`src/rtl/bcd_serial_adder.sv`:
```
// Packed-BCD serial adder/subtractor: one decimal digit per clock, LSD first.
// Subtraction uses nine's complement of b plus inverted borrow (ten's complement).
module bcd_serial_adder #(
  parameter int unsigned DIGITS = 4
) (
  input  logic                  clk,
  input  logic                  rst_n,
  input  logic                  in_valid,
  output logic                  in_ready,
  input  logic [4*DIGITS-1:0]   a,
  input  logic [4*DIGITS-1:0]   b,
  input  logic                  cin,
  input  logic                  op,
  output logic                  out_valid,
  input  logic                  out_ready,
  output logic [4*DIGITS-1:0]   sum,
  output logic                  cout,
  output logic                  error
);

  localparam int unsigned W     = 4 * DIGITS;
  localparam int unsigned IDX_W = (DIGITS > 1) ? $clog2(DIGITS) : 1;

  typedef enum logic [1:0] {IDLE, CALC, DONE} state_t;

  state_t           state, state_nxt;
  logic [W-1:0]     a_r, b_r, sum_r, b_cmp;
  logic             c_r, cout_r, err_r;
  logic [IDX_W-1:0] idx_r;
  logic             accept, bad_digit, last_digit, c_nxt;
  logic [3:0]       a_d, b_d, digit;
  logic [4:0]       s;

  // Operand screening and nine's complement of b, per digit
  always_comb begin
    bad_digit = 1'b0;
    b_cmp     = '0;
    for (int unsigned i = 0; i < DIGITS; i++) begin
      if (a[4*i +: 4] > 4'd9 || b[4*i +: 4] > 4'd9) bad_digit = 1'b1;
      b_cmp[4*i +: 4] = 4'd9 - b[4*i +: 4];
    end
  end

  // Single-digit decimal add with +6 correction
  always_comb begin
    a_d = '0;
    b_d = '0;
    for (int unsigned i = 0; i < DIGITS; i++) begin
      if (idx_r == IDX_W'(i)) begin
        a_d = a_r[4*i +: 4];
        b_d = b_r[4*i +: 4];
      end
    end
    s = {1'b0, a_d} + {1'b0, b_d} + {4'b0, c_r};
    if (s > 5'd9) begin
      digit = s[3:0] + 4'd6;
      c_nxt = 1'b1;
    end else begin
      digit = s[3:0];
      c_nxt = 1'b0;
    end
  end

  assign last_digit = (idx_r == IDX_W'(DIGITS - 1));
  assign accept     = in_valid && in_ready;

  always_ff @(posedge clk) begin
    if (!rst_n) state <= IDLE;
    else        state <= state_nxt;
  end

  always_comb begin
    state_nxt = state;
    case (state)
      IDLE:    if (accept) state_nxt = bad_digit ? DONE : CALC;
      CALC:    if (last_digit) state_nxt = DONE;
      DONE:    if (out_ready) state_nxt = IDLE;
      default: state_nxt = IDLE;
    endcase
  end

  always_comb begin
    in_ready  = rst_n && (state == IDLE);
    out_valid = (state == DONE);
    sum       = sum_r;
    cout      = cout_r;
    error     = err_r;
  end

  always_ff @(posedge clk) begin
    if (!rst_n) begin
      a_r    <= '0;
      b_r    <= '0;
      c_r    <= 1'b0;
      idx_r  <= '0;
      sum_r  <= '0;
      cout_r <= 1'b0;
      err_r  <= 1'b0;
    end else begin
      case (state)
        IDLE: if (accept) begin
          a_r    <= a;
          b_r    <= op ? b_cmp : b;
          c_r    <= cin ^ op;
          idx_r  <= '0;
          sum_r  <= '0;
          cout_r <= 1'b0;
          err_r  <= bad_digit;
        end
        CALC: begin
          for (int unsigned i = 0; i < DIGITS; i++) begin
            if (idx_r == IDX_W'(i)) sum_r[4*i +: 4] <= digit;
          end
          idx_r <= idx_r + IDX_W'(1);
          c_r   <= c_nxt;
          if (last_digit) cout_r <= c_nxt;
        end
        default: ;
      endcase
    end
  end

endmodule
```
`config.mk`:
```
export PLATFORM = sky130hd
export DESIGN_NAME = bcd_serial_adder
export DESIGN_NICKNAME = d
export VERILOG_FILES = /design/src/rtl/bcd_serial_adder.sv
export SDC_FILE = /design/constraint.sdc
export NUM_CORES = 1
export LEC_CHECK = 0
export CORE_ASPECT_RATIO = 0.5
export CORE_MARGIN = 2
export CORE_UTILIZATION = 38
export CTS_BUF_LIST = sky130_fd_sc_hd__clkbuf_8
export DETAILED_ROUTE_END_ITERATION = 8
export GPL_TIMING_DRIVEN = 0
export HOLD_SLACK_MARGIN = 0.15
export PLACE_DENSITY_LB_ADDON = 0.08
export SYNTH_ARGS = -nofsm -noshare
export SYNTH_HDL_FRONTEND = slang
export SYNTH_SLANG_ARGS = --single-unit
```
`constraint.sdc`:
```
create_clock -name clk -period 10.35 [get_ports clk]
set_input_delay 1.5525 -clock clk [delete_from_list [all_inputs] [get_ports clk]]
set_output_delay 1.5525 -clock clk [all_outputs]
set_load 0.01 [all_outputs]
```
### Yosys cells after proc, flatten, opt, wreduce, memory -nomap -nowiden

Cells that the tools add are included.
Widths: inputs -> output; s select.

| word-level totals | value |
|---|---|
| output and inout bits | 20 |
| bits in registers | 55 |
| bits of input ports | 38 |
| word-level logic and storage cells | 89 |

| operators by class | value |
|---|---|
| equality and inequality tests | 11 |
| multiplexer cells | 33 |
| $lt $le $gt $ge | 9 |
| bitwise operators | 1 |
| add/sub/neg operators | 8 |
| reduce and logical (&&, ||, !) cells | 16 |

Operators with widths:

| operator | count |
|---|---|
| $mux 4 | 13 |
| $gt 4x4->1 const B | 8 |
| $mux 16 | 2 |
| $pmux 16 s2 | 1 |
| $sub 4x4->4 const A | 4 |
| $reduce_and 3->1 | 5 |
| $mux 2 | 5 |
| $ne 2x2->1 const B | 5 |
| $mux 1 | 8 |
| $eq 2x2->1 const B | 3 |
| $pmux 2 s3 | 1 |
| $add 4x4->5 | 1 |
| $add 5x1->5 | 1 |
| $gt 5x4->1 const B | 1 |
| $add 4x3->4 const B | 1 |
| $eq 2x1->1 const B | 2 |
| $logic_not 2->1 | 2 |
| $logic_or 1x1->1 | 4 |
| $pmux 1 s2 | 2 |
| $pmux 2 s2 | 1 |
| $reduce_and 2->1 | 2 |
| $add 2x1->2 const B | 1 |
| $logic_and 1x1->1 | 2 |
| $ne 2x1->1 const B | 1 |
| other kinds (2) | 2 |

### Depth between registers and ports, before layout

| depth | value |
|---|---|
| depth in word-level cells | 11 |
| depth in mapped cells | 15 |
| depth with buffers taken out | 15 |

### Worst setup path after synthesis

Ideal clock, no wire load.

| timing path | value |
|---|---|
| path kind | input -> output |
| start | input port rst_n |
| end | output port in_ready |
| path slack | 6.574 ns |
| stages | 2 |
| data arrival time | 2.223 ns |
| path buffers | 1 |
| path through | clkbuf_1 -> nor3b_1 |

| on the way | value |
|---|---|
| cells in the longest elaborated chain, start to end | 1 |

Ends and longest elaborated chain:

| what | line | text |
|---|---|---|
| start, declared | 7 | `input logic rst_n,` |
| $logic_and 1x1->1 | 83 | `in_ready = rst_n && (state == IDLE);` |
| end, declared | 9 | `output logic in_ready,` |

No other way between the ends.

### Worst setup path in the final report

Ends and elaborated chain as after synthesis.

==> flow_summary.ini <==
[run_status]
status = completed

[clock_tree]
root_buffer = clkbuf_8
cts_hold_buffers = 0
ctsResizeCount = 0
cts.clk_slew.worst_paths_ns = 0.10
cts_buffers = 5
cts_sinks = 55
insertion_delay_ns = 0.33
postCtsSetupBuffers = 0
cts_tree = built
clock_path_buffers = 2
h-tree-depth = 2

[detailed_routing]
wl_met3_um = 432
drc_errors = 0
wl_met1_um = 4160
routed-wl-met2_um = 3560
wl_um = 8220
firstDrtPassIters = 5
vias = 2783
antenna_left = 0
viasPerCell = 5.30
highest_layer = met4
detail_route.wl_per_cell_um = 15.7
drt_iter0_drc = 199

[sta]
setup_tns_ns = 0
slew_headroom_pct = 60.5
skew_ns = 0.00877
finalMaxSlewViolations = 0
layout_min_cycle_time_ns = 4.57
setup_ws_ns = 5.78
worst_pin_slew_ns = 0.593
max_freq_ghz = 0.219
finalSetupViolCount = 0
hold_slack_ns = 0.460
rsz0062_at_grt = false
period_share_pct = 44.2
hold_viol = 0

[die]
start_util_pct = 39.1
die-area_sq_um = 8290
fp.dieH_um = 65.4
io-pin-count = 58
rows = 22
coreArea_sq_um = 7320
die_x_um = 127

[global_routing]
antenna_found_initial = 0
grt_max_degree = 17
grt_pass1_vias = 2703
grtUsageTotal_pct = 21.0
grt_pass1_wl_um = 13600
grt_overflow_total = 0

[worst_setup_path]
required_ns = 8.80
worst_setup_path_end_kind = output pin
r2r-end = sum[10]
rrSetupSlack_ns = 5.83
worstPathMaxFanout = 10
regToRegStartpoint = idx_r[0]
cp-start-kind = input pin
path_class = in -> out
slowest_delay_ns = 0.63
crit_arrival_ns = 3.02
slowest_stage = clkdlybuf4s50_1
rr_worst_depth = 15
cp_cell_sequence = clkbuf_1, nor3b_1, clkdlybuf4s50_1
crit_start = rst_n

[place]
dp_cells = 517
io_buffers = 55
dp.final_hpwl_um = 6320
dpl_worst_slack_ns = 5.81
place.gp.congestion = 0.834

[yosys]
synthesis.nets = 418
avgSynthCellArea_sq_um = 7.83
yosys_register_bits = 55
yosysUniqueCellTypes = 40
synth_area_sq_um = 2870
synthCells = 366
ys_seq_area_share_pct = 38.4
ys_warn_count = 0

[power]
combinationalPowerShare_pct = 19.8
swShare_pct = 28.3
leakagePower_nw = 1.44
seqPwrFrac_pct = 47.8
intPower_mw = 0.343
power.density_nw_per_um2 = 131
ir_worst_vdd_mv = 0.0496
clock_power_share_pct = 32.5
p_sw_mw = 0.135

[finish]
postLayoutCoreUtil_pct = 49.9
area_growth_pct = 27.5
n_antenna_cell = 0
instances_no_fill = 525
nets = 480
drive_gt1_share_pct = 3.03

[hold_path]
hold_path_depth = 2
hold_start = a_r[0]
worstHoldEndpoint = a_r[0]
hold_path.class = reg -> reg

[job]
maxCapViolCount = 0
flip-flops by register name (all words and copies together) (netlist names):
signal	cells
a_r	16
b_r	16
sum	16
idx_r	2
state	2
c_r	1
cout	1
error	1
cells in the final DEF (no fill, tap or decap), types with 12 or more instances in the layout:
cell,netlist,layout
clkdlybuf4s50_1,0,55
o21ai_0,40,40
a21oi_1,23,23
nand2_1,60,60
clkbuf_1,17,17
ha_1,12,12
dfxtp_1,55,55
nand3_1,46,46
inv_1,18,18
critical path: cells and delay by family:
family | cells | cell delay, ns
and+or+nand+nor | 1 | 0.45
buffers and inverters | 2 | 1.01
how the worst max path moves through the flow:
stage | end | slack [ns] | depth (start not counted)
after floorplan | in_ready | 6.57 | 2
after global placement | in_ready | 5.87 | 3
after detailed placement | in_ready | 5.81 | 3
after CTS | in_ready | 5.80 | 3
after global routing | sum[10] | 5.52 | 15
final | in_ready | 5.78 | 3
cell families (layout without fill, tap and decap cells):
| group | Yosys count | in the layout | share of synthesized area (%) |
|---|---|---|---|
| and+or+nand+nor | 143 | 143 | 23.8 |
| AOI/OAI and AO/OA | 96 | 96 | 20.9 |
| DFF | 55 | 55 | 38.4 |
| buffers and inverters | 44 | 107 | 5.85 |
| adders and majority gates | 14 | 14 | 6.64 |
| xor gates and xnor gates | 11 | 11 | 3.36 |
| muxes | 3 | 3 | 1.09 |
layer usage:
| layer | track usage, % | vias up |
|---|---|---|
| met5 | 0 | - |
| met4 | 3.98 | 0 |
| met3 | 4.15 | 6 |
| met2 | 34.5 | 69 |
| met1 | 29.2 | 1317 |
| li1 | - | 1391 |
cells in the mapped netlist (all sizes together):
cell type / number / share of area [%]
a211oi: 1 / 0.26
a21boi: 4 / 1.0
a21o: 4 / 1.0
a21oi: 23 / 4.0
a221oi: 1 / 0.31
a22oi: 1 / 0.26
a311oi: 1 / 0.92
a31oi: 1 / 0.22
and2: 3 / 0.66
and3: 3 / 0.66
and3b: 1 / 0.31
buf: 9 / 1.3
clkbuf: 17 / 2.2
dfxtp: 55 / 38
fa: 2 / 1.4
ha: 12 / 5.2
inv: 18 / 2.4
mux2: 1 / 0.39
mux2i: 2 / 0.70
nand2: 60 / 7.9
nand2b: 2 / 0.44
nand3: 46 / 8.0
nand3b: 3 / 0.79
nand4: 6 / 1.3
nor2: 7 / 0.92
nor2b: 7 / 1.5
nor3: 2 / 0.35
nor3b: 2 / 0.52
o2111ai: 3 / 0.92
o211a: 4 / 1.4
o211ai: 4 / 1.0
o21a: 3 / 0.79
o21ai: 40 / 7.0
o311ai: 1 / 0.31
o31ai: 4 / 1.0
o41ai: 1 / 0.31
or3: 1 / 0.39
xnor2: 5 / 1.5
xor2: 6 / 1.8
final cells by class:
type,instances,area [sq um]
Multi-Input combinational cell,267,1600
Clock inverter,2,35.0
Inverter,18,67.6
Clock buffer,6,82.6
Timing Repair Buffer,55,551
Buffer,26,100
Tap cell,96,120
Fill cell,737,3670
Sequential cell,55,1100
power groups by stage:
stage | clock network [mW] | logic [mW] | registers, mW
after global routing | 0.166 | 0.105 | 0.230
after floorplan | 0 | 0.0581 | 0.232
final | 0.155 | 0.0948 | 0.229
after detailed placement | 0 | 0.0944 | 0.233
after CTS | 0.156 | 0.0951 | 0.229
after global placement | 0 | 0.0920 | 0.233
stage by stage:
stage          cell area (sq um)  total power, mW
6_report                    3650            0.479
3_3_place_gp                3540            0.325
5_1_grt                     3650            0.501
4_1_cts                     3650            0.480
2_1_floorplan               2870            0.290
3_5_place_dp                3540            0.328
Power figures use the tool's default switching activity.
